<file path="config.mk">
export PLATFORM = sky130hd
export DESIGN_NAME = keypad_scanner_flat
export DESIGN_NICKNAME = d
export VERILOG_FILES = /design/src/rtl/keypad_pkg.sv /design/src/rtl/keypad_if.sv /design/src/rtl/sync_2ff.sv /design/src/rtl/keypad_scanner.sv /design/src/flat_wrapper.sv
export SDC_FILE = /design/constraint.sdc
export NUM_CORES = 1
export LEC_CHECK = 0
export CELL_PAD_IN_SITES_DETAIL_PLACEMENT = 1
export CELL_PAD_IN_SITES_GLOBAL_PLACEMENT = 1
export CORE_MARGIN = 10
export CORE_UTILIZATION = 42
export CTS_CLUSTER_DIAMETER = 200
export DETAILED_ROUTE_END_ITERATION = 7
export PLACE_DENSITY_LB_ADDON = 0.1
export REMOVE_ABC_BUFFERS = 1
export SYNTH_ARGS = -nofsm -noshare
export SYNTH_HDL_FRONTEND = slang
export SYNTH_SLANG_ARGS = --single-unit
</file>
<file path="constraint.sdc">
create_clock -name clk -period 3.8 [get_ports clk]
set_clock_uncertainty 0.2 [all_clocks]
set_input_delay 0.76 -clock clk [delete_from_list [all_inputs] [get_ports clk]]
set_output_delay 0.76 -clock clk [all_outputs]
set_load 0.01 [all_outputs]
</file>
<file path="src/rtl/keypad_pkg.sv">
// Shared types and constants for the 4x4 keypad scanner.
package keypad_pkg;

  localparam int ROWS  = 4;
  localparam int COLS  = 4;
  localparam int KEY_W = 4;

  localparam logic [COLS-1:0] COL_RESET = 4'b1110;
  localparam logic [ROWS-1:0] ROW_IDLE  = 4'b1111;

  typedef enum logic [1:0] {
    SCAN,
    CONFIRM,
    HELD
  } state_e;

  // Index of the lowest low bit; ties resolve to the lowest row/column.
  function automatic logic [1:0] lowest_zero(input logic [3:0] v);
    logic [1:0] idx;
    idx = 2'd0;
    for (int i = 3; i >= 0; i--) begin
      if (!v[i]) idx = i[1:0];
    end
    return idx;
  endfunction

endpackage

</file>
<file path="src/rtl/keypad_if.sv">
// Pin and key-event bundle between the keypad matrix, the scanner and its consumer.
interface keypad_if;
  import keypad_pkg::*;

  logic [ROWS-1:0]  row;
  logic [COLS-1:0]  col;
  logic [KEY_W-1:0] key_code;
  logic             key_valid;
  logic             key_held;

  modport master (
    input  row,
    output col, key_code, key_valid, key_held
  );

  modport slave (
    output row,
    input  col, key_code, key_valid, key_held
  );

endinterface

</file>
<file path="src/rtl/sync_2ff.sv">
// Two-flop synchronizer for asynchronous pin inputs, reset to a chosen idle value.
module sync_2ff #(
  parameter int               WIDTH     = 4,
  parameter logic [WIDTH-1:0] RESET_VAL = '1
) (
  input  logic             clk,
  input  logic             rst,
  input  logic [WIDTH-1:0] d_i,
  output logic [WIDTH-1:0] q_o
);

  logic [WIDTH-1:0] meta_q;
  logic [WIDTH-1:0] sync_q;

  always_ff @(posedge clk or posedge rst) begin
    if (rst) begin
      meta_q <= RESET_VAL;
      sync_q <= RESET_VAL;
    end else begin
      meta_q <= d_i;
      sync_q <= meta_q;
    end
  end

  assign q_o = sync_q;

endmodule

</file>
<file path="src/rtl/keypad_scanner.sv">
// Column-scanning 4x4 keypad decoder with debounced press/release and a one-cycle key strobe.
// Define KEYPAD_REPEAT_EN to enable auto-repeat strobes while a key stays held.
module keypad_scanner
  import keypad_pkg::*;
#(
  parameter int SCAN_DIV     = 50000,
  parameter int DEBOUNCE_CNT = 4
`ifdef KEYPAD_REPEAT_EN
  ,
  parameter int REPEAT_DELAY  = 100,
  parameter int REPEAT_PERIOD = 25
`endif
) (
  input  logic     clk,
  input  logic     rst,
  keypad_if.master kp
);

  localparam int SLOT_W = $clog2(SCAN_DIV);
  localparam int CNT_W  = $clog2(DEBOUNCE_CNT + 1);
`ifdef KEYPAD_REPEAT_EN
  localparam int REP_MAX = (REPEAT_DELAY > REPEAT_PERIOD) ? REPEAT_DELAY : REPEAT_PERIOD;
  localparam int REP_W   = $clog2(REP_MAX + 1);
`endif

  logic [ROWS-1:0]   rowSync;
  logic [SLOT_W-1:0] slotCnt_q, slotCnt_d;
  logic              slotEnd;
  state_e            state_q;
  logic [COLS-1:0]   col_q, colNext;
  logic [ROWS-1:0]   pattern_q;
  logic [CNT_W-1:0]  matchCnt_q;
  logic [CNT_W-1:0]  relCnt_q;
  logic [KEY_W-1:0]  keyCode_q, acceptCode;
  logic              keyValid_q;
  logic              keyHeld_q;
  logic              rowActive;
  logic              acceptNow;
`ifdef KEYPAD_REPEAT_EN
  logic [REP_W-1:0]  repCnt_q;
  logic              repArmed_q;
`endif

  sync_2ff #(
    .WIDTH    (ROWS),
    .RESET_VAL(ROW_IDLE)
  ) uRowSync (
    .clk(clk),
    .rst(rst),
    .d_i(kp.row),
    .q_o(rowSync)
  );

  always_comb begin
    slotEnd    = (slotCnt_q == SLOT_W'(SCAN_DIV - 1));
    slotCnt_d  = slotEnd ? '0 : slotCnt_q + 1'b1;
    colNext    = {col_q[COLS-2:0], col_q[COLS-1]};
    rowActive  = (rowSync != ROW_IDLE);
    acceptCode = {lowest_zero(rowSync), lowest_zero(col_q)};
    acceptNow  = 1'b0;
    if (slotEnd) begin
      if (state_q == SCAN && rowActive && DEBOUNCE_CNT == 1)
        acceptNow = 1'b1;
      if (state_q == CONFIRM && rowSync == pattern_q &&
          matchCnt_q + 1'b1 == CNT_W'(DEBOUNCE_CNT))
        acceptNow = 1'b1;
    end
  end

  // Everything advances only at slot ends; the accept block below overrides the case arms.
  always_ff @(posedge clk or posedge rst) begin
    if (rst) begin
      slotCnt_q  <= '0;
      state_q    <= SCAN;
      col_q      <= COL_RESET;
      pattern_q  <= ROW_IDLE;
      matchCnt_q <= '0;
      relCnt_q   <= '0;
      keyCode_q  <= '0;
      keyValid_q <= 1'b0;
      keyHeld_q  <= 1'b0;
`ifdef KEYPAD_REPEAT_EN
      repCnt_q   <= '0;
      repArmed_q <= 1'b0;
`endif
    end else begin
      slotCnt_q  <= slotCnt_d;
      keyValid_q <= 1'b0;
      if (slotEnd) begin
        unique case (state_q)
          SCAN: begin
            if (rowActive) begin
              pattern_q  <= rowSync;
              matchCnt_q <= CNT_W'(1);
              state_q    <= CONFIRM;
            end else begin
              col_q <= colNext;
            end
          end
          CONFIRM: begin
            if (rowSync == pattern_q) begin
              matchCnt_q <= matchCnt_q + 1'b1;
            end else begin
              state_q <= SCAN;
              col_q   <= colNext;
            end
          end
          HELD: begin
            if (!rowActive) begin
`ifdef KEYPAD_REPEAT_EN
              repCnt_q   <= '0;
              repArmed_q <= 1'b0;
`endif
              if (relCnt_q + 1'b1 == CNT_W'(DEBOUNCE_CNT)) begin
                relCnt_q  <= '0;
                keyHeld_q <= 1'b0;
                state_q   <= SCAN;
                col_q     <= colNext;
              end else begin
                relCnt_q <= relCnt_q + 1'b1;
              end
            end else begin
              relCnt_q <= '0;
`ifdef KEYPAD_REPEAT_EN
              // First strobe after REPEAT_DELAY slots, then every REPEAT_PERIOD slots.
              if (repCnt_q + 1'b1 == (repArmed_q ? REP_W'(REPEAT_PERIOD)
                                                 : REP_W'(REPEAT_DELAY))) begin
                keyValid_q <= 1'b1;
                repCnt_q   <= '0;
                repArmed_q <= 1'b1;
              end else begin
                repCnt_q <= repCnt_q + 1'b1;
              end
`endif
            end
          end
          default: state_q <= SCAN;
        endcase

        if (acceptNow) begin
          state_q    <= HELD;
          keyCode_q  <= acceptCode;
          keyValid_q <= 1'b1;
          keyHeld_q  <= 1'b1;
          relCnt_q   <= '0;
`ifdef KEYPAD_REPEAT_EN
          repCnt_q   <= '0;
          repArmed_q <= 1'b0;
`endif
        end
      end
    end
  end

  assign kp.col       = col_q;
  assign kp.key_code  = keyCode_q;
  assign kp.key_valid = keyValid_q;
  assign kp.key_held  = keyHeld_q;

endmodule

</file>
<file path="src/flat_wrapper.sv">
// flat-port wrapper written by rule: the top's interface ports become plain ports
module keypad_scanner_flat import keypad_pkg::*;
#(
  parameter int SCAN_DIV     = 50000,
  parameter int DEBOUNCE_CNT = 4

)
  (clk, rst, kp_row, kp_col, kp_key_code, kp_key_valid, kp_key_held);
  keypad_if kp_i ();
  input  logic clk;
  input  logic rst;
  input wire logic [$bits(kp_i.row)-1:0] kp_row;
  output wire logic [$bits(kp_i.col)-1:0] kp_col;
  output wire logic [$bits(kp_i.key_code)-1:0] kp_key_code;
  output wire logic [$bits(kp_i.key_valid)-1:0] kp_key_valid;
  output wire logic [$bits(kp_i.key_held)-1:0] kp_key_held;
  assign kp_i.row = kp_row;
  assign kp_col = kp_i.col;
  assign kp_key_code = kp_i.key_code;
  assign kp_key_valid = kp_i.key_valid;
  assign kp_key_held = kp_i.key_held;
  keypad_scanner #(.SCAN_DIV(SCAN_DIV), .DEBOUNCE_CNT(DEBOUNCE_CNT)) u_core (.clk(clk), .rst(rst), .kp(kp_i));
endmodule
</file>
==> results.md, run 1 <==
- Total power: 0.8950 mW
- Async SR Flop Fraction: 100.0%
- P_sw: 0.1925 mW
- Synth top area share: around 36%
- Max clock buf depth: 2
- Mapped Cells: 183
- Clock network power share: between 40 and 50%
- RSZ-0062 raised after global routing: no
- Routability congestion estimate: 0.8356
- First-pass GRT wire length: 8231 um
- Number of flops mapped to enable cells by yosys: 0
- Reg2reg setup slack: around 1100 ps
- CORE AREA: 4817 um^2
- Top Ports: 16
- Finished Core Util: 51.40%
- Setup_tns: 0 ps
- Adder-Cell Fraction of Synth Area: 2.933%
- Pleak: 1.048 nW
- Yosys reg bits: 46
- Comb pwr share: 2.5%
- Fin. Hold Viols: 0
- Max cap viols: 0
- Seq/Total Area, Yosys: between 50 and 60%
- Dominant combinational cell family by area after synthesis: simple AND/OR/NAND/NOR gates
- Critical Path Max Stage Delay: slightly below 600 ps
- Synth Area in Compound Gates: 8.856%
- Via-per-instance ratio: about 5.3
- Worst path cell trace: or4b_4 > or4_4 > nor2_4 > and3_1 > mux2_1
- PostCTS Resize Cnt: 0
- Post-synthesis mux area share: 7.273%
- Hold_buf cts: 0
- Mapped cell area: around 2100 um^2
- DRT Wirelength: 4651 um
- Reg2reg path depth: 5
- GRT Total Usage: 11.91%
- Fillers: roughly 550
- First drt pass iteration count: 4
- Slew headroom: 34.32%
- Setup bufs post-CTS: 0
- Fin crit share: 71.86%
- CTS tree: yes
- Vias in the first global route: 1619
- CP max FO: 8
- Most common cell in the netlist: dfrtp_1
- Synth area leader: dfrtp_1
- Number of diodes: 0
- Count of clock tree sinks: 46
- Cell Rows: 25
- Per-cell routed wire length: 17.10 um
- Critical path arrival: 2720 ps
- Layout cells sized above 1: approximately 18%
- Initial antenna violation count: 0
- Pint: around 0.70 mW
- Worst Slack Setup Final: 1069 ps
- Worst Setup EP: u_core.kp.key_code[1]
- Post-detail-place hpwl: between 3000 and 4000 um
- Reg clk slew, reported paths: 90 ps
- WP data required: 3790 ps
- Post-synthesis cell type count: 41
- Sequential power share: 56.1%
- Sw Share: 21.51%
- Initial core utilization: between 40% and 50%
- Mean area per synthesized cell: 11.66 um^2
- IO Port Bufs: 15
- Die height: 91.27 um
- Top cells by area, synth: dfrtp_1, dfstp_2, mux2_1, xnor2_1, ha_1
- Final Max Slew Viols: 0
- Endpoints failing setup: 0
- Slowest cell on the critical path: or4_4
- Most common library cells after synthesis: dfrtp_1, dfstp_2, nand2_1
- DR iter-0 viols: 68
- F_max: ~370 MHz
- Chip Width: 91.27 um
- Clock root buffer master: clkbuf_8
- Xor/xnor cell area share of the yosys netlist: 6.569%
- Via count: 1434
- Largest net degree at the start of global routing: 29
- CP Class: reg -> reg
- Outcome: completed
- DRC: 0
- Element type at the critical path end: register
- TritonCTS buffer count: 5
- CP startpoint: u_core.slotCnt_q[10]
- R2R Path Start: u_core.slotCnt_q[10]
- Max VDD drop: 0.2428 mV
- Main synth FF type: dfrtp_1
- Area delta synth->final: 16.07%
- H-tree Lvls: 2
- Synth Area in Simple Gates: 17.77%
- Die area: ~8300 um^2
- Grt total ovfl: 0
- Worst slew pin tran: ~1000 ps
- Antenna Violating Nets Remaining: 0
- Final nets: 215
- HP Class: reg -> reg
- Tmin final: 2731 ps
- Reg-to-reg critical path endpoint: u_core.kp.key_code[1]
- Synthesis Warnings: 0
- Setup WS pre-CTS: 1073 ps
- PwrDens: about 360 nW/um^2
- Clock insertion delay at the later pin of the skew report: roughly 300 ps
- Setup crit start kind: register
==> area by class of cell <==
type | instances | area [um^2] | share of cell area (%)
flip-flops and latches | 46 | 1170 | 47.25
multi-input cells | 130 | 925.9 | 37.39
repair buffers | 18 | 172.7 | 6.973
well taps | 67 | 83.83 | 3.386
clock buffers | 5 | 68.82 | 2.779
clock inverters | 3 | 43.79 | 1.769
inverters | 3 | 11.26 | 0.4548
==> stage by stage <==
step / cell area (um^2) / std cells / hold slack (ps)
6_report: 2476 / 272 / 159.0
5_1_grt: 2476 / 272 / 166.0
4_1_cts: 2476 / 272 / 161.1
3_5_place_dp: 2364 / 264 / 147.6
3_3_place_gp: 2364 / 264 / 146.6
2_1_floorplan: 2107 / 179 / 145.2
==> per-layer routing <==
layer  share of wire [%]  vias up  wire length [um]  GRT usage [%]
met5                   0        -                 0              0
met2                  54       21              2493          21.06
met3                 3.6        9               166          3.457
met4                 1.2        0                54          2.742
li1                    -      678                 -              -
met1                  42      726              1936          13.85
==> kinds of logic after synthesis <==
kind of cell               after synthesis
xor gates and xnor gates                16
AOI/OAI and AO/OA                       27
and+or+nand+nor                         68
DFF                                     46
muxes                                   14
adders and majority gates                5
buffers and inverters                    7
==> placed cells by master, fill, tap and decap left out, types with 3 or more instances in the layout <==
master / count
and3_1: 3
xnor2_1: 9
mux2_2: 4
dfrtp_1: 31
mux2_1: 8
dfstp_2: 15
clkbuf_8: 5
ha_1: 5
buf_4: 3
nor3_1: 4
nor2_1: 13
nand3_1: 9
xor2_1: 7
nand2b_1: 6
nand2_1: 15
a21boi_0: 4
nand4_1: 4
a21oi_1: 8
clkdlybuf4s50_1: 15
o21ai_0: 7
==> flip-flops by register name (all words and copies together) (netlist names) <==
name,flops
u_core.pattern_q,4
u_core.uRowSync.meta_q,4
u_core.relCnt_q,3
u_core.kp.key_held,1
u_core.kp.col,4
u_core.uRowSync.q_o,4
u_core.matchCnt_q,3
u_core.state_q,2
u_core.kp.key_code,4
u_core.kp.key_valid,1
u_core.slotCnt_q,16
==> worst min path at each step <==
stage / depth (start not counted) / startpoint / slack, ps / to
3_3_place_gp: 0 / u_core.uRowSync.meta_q[1] / 150 / u_core.uRowSync.q_o[1]
4_1_cts: 0 / u_core.uRowSync.meta_q[1] / 160 / u_core.uRowSync.q_o[1]
6_report: 0 / u_core.uRowSync.meta_q[1] / 160 / u_core.uRowSync.q_o[1]
2_1_floorplan: 0 / u_core.uRowSync.meta_q[0] / 150 / u_core.uRowSync.q_o[0]
5_1_grt: 0 / u_core.uRowSync.meta_q[1] / 170 / u_core.uRowSync.q_o[1]
3_5_place_dp: 0 / u_core.uRowSync.meta_q[1] / 150 / u_core.uRowSync.q_o[1]
==> power groups by stage <==
stage          Clock, mW  Combinational, mW  Sequential [mW]
5_1_grt            0.408             0.0258            0.503
2_1_floorplan          0             0.0119            0.509
3_3_place_gp           0             0.0220            0.510
3_5_place_dp           0             0.0232            0.511
4_1_cts            0.379             0.0235            0.502
6_report           0.371             0.0223            0.502
==> worst max-delay path, delay by kind of cell, from the launching register on <==
kind          cells  cell delay, ps
mux               1             350
simple gates      4            1640
flops             1             410
Note: power is estimated with default switching activity, not from simulation.
==> run 2: changes to the inputs <==
- clock period: 3.8 -> 2.85 ns (I/O delays scaled with it)
==> results.md, run 2 (same netlist as run 1, synthesis figures left out) <==
- WHS Path Cells: 0 (unchanged)
- Reg-to-reg critical path endpoint: u_core.kp.key_code[2]
- Cell Rows: 25 (unchanged)
- Die area: 8330 um^2 (unchanged)
- Initial antenna violation count: 0 (unchanged)
- Worst slew pin tran: 574.4 ps (-404.7 ps)
- Area delta synth->final: 16.01% (about the same)
- Reg clk slew, reported paths: 90 ps (about the same)
- Clock root buffer master: clkbuf_8
- PwrDens: 477.3 nW/um^2 (+32%)
- Largest Register: u_core.slotCnt_q
- Critical path arrival: 2670 ps (-50 ps)
- Busiest metal layer after global routing: met2
- Clock insertion delay at the later pin of the skew report: 290 ps (about the same)
- Via-per-instance ratio: 5.188 (-1.6%)
- CP startpoint: u_core.slotCnt_q[13]
- Slew headroom: 61.71% (+27 points)
- Number of diodes: 0 (unchanged)
- GRT Total Usage: 10.78% (-1.1 points)
- Met1 Track Usage GR: 12.95% (-0.91 points)
- Die height: 91.27 um (unchanged)
- Setup_tns: 0 ps (unchanged)
- Antenna Violating Nets Remaining: 0 (unchanged)
- First drt pass iteration count: 4 (unchanged)
- RSZ-0062 raised after global routing: no
- Per-cell routed wire length: 15.72 um (-8.0%)
- Final Max Slew Viols: 0 (unchanged)
- Count of clock tree sinks: 46 (unchanged)
- GRT met2 Usage: 18.56% (-2.5 points)
- Routability congestion estimate: 0.7857 (-6.0%)
- Post-detail-place hpwl: 3118 um (-11%)
- Max clock buf depth: 2 (unchanged)
- Most common cell after layout, fill and taps aside: dfrtp_1
- Most frequent cells in the layout: dfrtp_1, nand2_1, clkdlybuf4s50_1, dfstp_2, nor2_1
- Setup crit start kind: register
- Final nets: 215 (unchanged)
- Post-DP Area: 2364 um^2 (unchanged)
- Reg2reg setup slack: 160 ps (-910 ps)
- Worst Slack Setup Final: 158.4 ps (-910.9 ps)
- WP data required: 2830 ps (-960 ps)
- TritonCTS buffer count: 5 (unchanged)
- Endpoints failing setup: 0 (unchanged)
- H-tree Lvls: 2 (unchanged)
- Vias in the first global route: 1521 (-6.1%)
- Top Ports: 16 (unchanged)
- Reg2reg path depth: 5 (unchanged)
- Fin crit share: 94.44% (+23 points)
- F_max: 371.5 MHz (+1.5%)
- R2R Path Start: u_core.slotCnt_q[13]
- PostCTS Resize Cnt: 0 (unchanged)
- CP max FO: 6 (-2)
- Number of flip-flops under the largest register name: 16 (unchanged)
- Fin. Hold Viols: 0 (unchanged)
- Element type at the critical path end: register
- Max VDD drop: 0.2737 mV (+13%)
- CTS tree: yes
- Hold_buf cts: 0 (unchanged)
- Worst Hold End: u_core.uRowSync.q_o[0]
- DRT Wirelength: 4277 um (-8.0%)
- DR iter-0 viols: 41 (-40%)
- Via count: 1411 (-1.6%)
- Largest net degree at the start of global routing: 47 (+62%)
- Initial core utilization: 44.29% (unchanged)
- HP Class: reg -> reg
- CP Class: reg -> reg
- Chip Width: 91.27 um (unchanged)
- Max cap viols: 0 (unchanged)
- Min-delay src: u_core.uRowSync.meta_q[0]
- CORE AREA: 4817 um^2 (unchanged)
- Setup WS pre-CTS: 171.5 ps (-901.1 ps)
- DRC: 0 (unchanged)
- Outcome: completed
- First-pass GRT wire length: 7527 um (-8.6%)
- Tmin final: 2692 ps (-39.11 ps)
- IO Port Bufs: 15 (unchanged)
- Layout cells sized above 1: 18.05% (unchanged)
- Met3 Track Usage GR: 2.798% (-0.66 points)
- Finished Cell Area: 2475 um^2 (about the same)
- Pleak: 1.053 nW (+0.47%)
- Setup bufs post-CTS: 0 (unchanged)
- Grt total ovfl: 0 (unchanged)
==> run 2: cell count changes in the layout (fill, tap and decap cells not counted) <==
cell / change
clkinvlp_4: -1
inv_4: +1
==> run 2: layout make-up <==
| cell class | count | area (um^2) |
|---|---|---|
| timing repair buffer | 18 | 172.7 |
| tap | 67 | 83.83 |
| inverter | 3 | 11.26 |
| multi-input combinational | 130 | 925.9 |
| fill | 535 | 2342 |
| sequential | 46 | 1170 |
| clock buffer | 5 | 68.82 |
| clock inverter | 3 | 42.54 |
==> run 2: how the worst max path moves through the flow <==
stage                                        to  depth (start not counted)
after floorplan            u_core.matchCnt_q[2]                          5
after global placement    u_core.kp.key_code[0]                          5
after detailed placement  u_core.kp.key_code[2]                          5
after CTS                 u_core.kp.key_code[2]                          5
after global routing      u_core.kp.key_code[2]                          5
final                     u_core.kp.key_code[2]                          5
==> run 2: critical path, cell delays in order, from the launching register on <==
cell	delay, ps
dfrtp_1	430
or4b_4	530
or4_4	580
nor2_4	140
and3_1	330
mux2_1	360
==> run 2: report_power, final <==
part	switching [mW]	internal, mW
Combinational	0.0170	0.0107
Clock	0.223	0.262
Sequential	0.00533	0.663
==> run 2: per-stage QoR <==
stage	std cells	hold WS, ps	util (%)	total power [mW]
6_report	272	159.8	51.38	1.181
5_1_grt	272	166.9	51.38	1.244
4_1_cts	272	160.7	51.38	1.199
3_5_place_dp	264	147.5	49.06	0.7100
3_3_place_gp	264	146.6	49.06	0.7080
2_1_floorplan	179	145.2	-	0.6950
==> run 2: per-layer routing <==
layer  vias up  part of all wire, %
li1        677                    -
met1       714                   44
met2        16                   52
met3         4                  2.9
met4         0                 0.79
met5         -                    0
==> run 3: changes to the inputs <==
- ABC_AREA: not set -> 0
==> results of run 3 <==
Same layout as run 2: the final DEF is identical, and so are final timing and power.
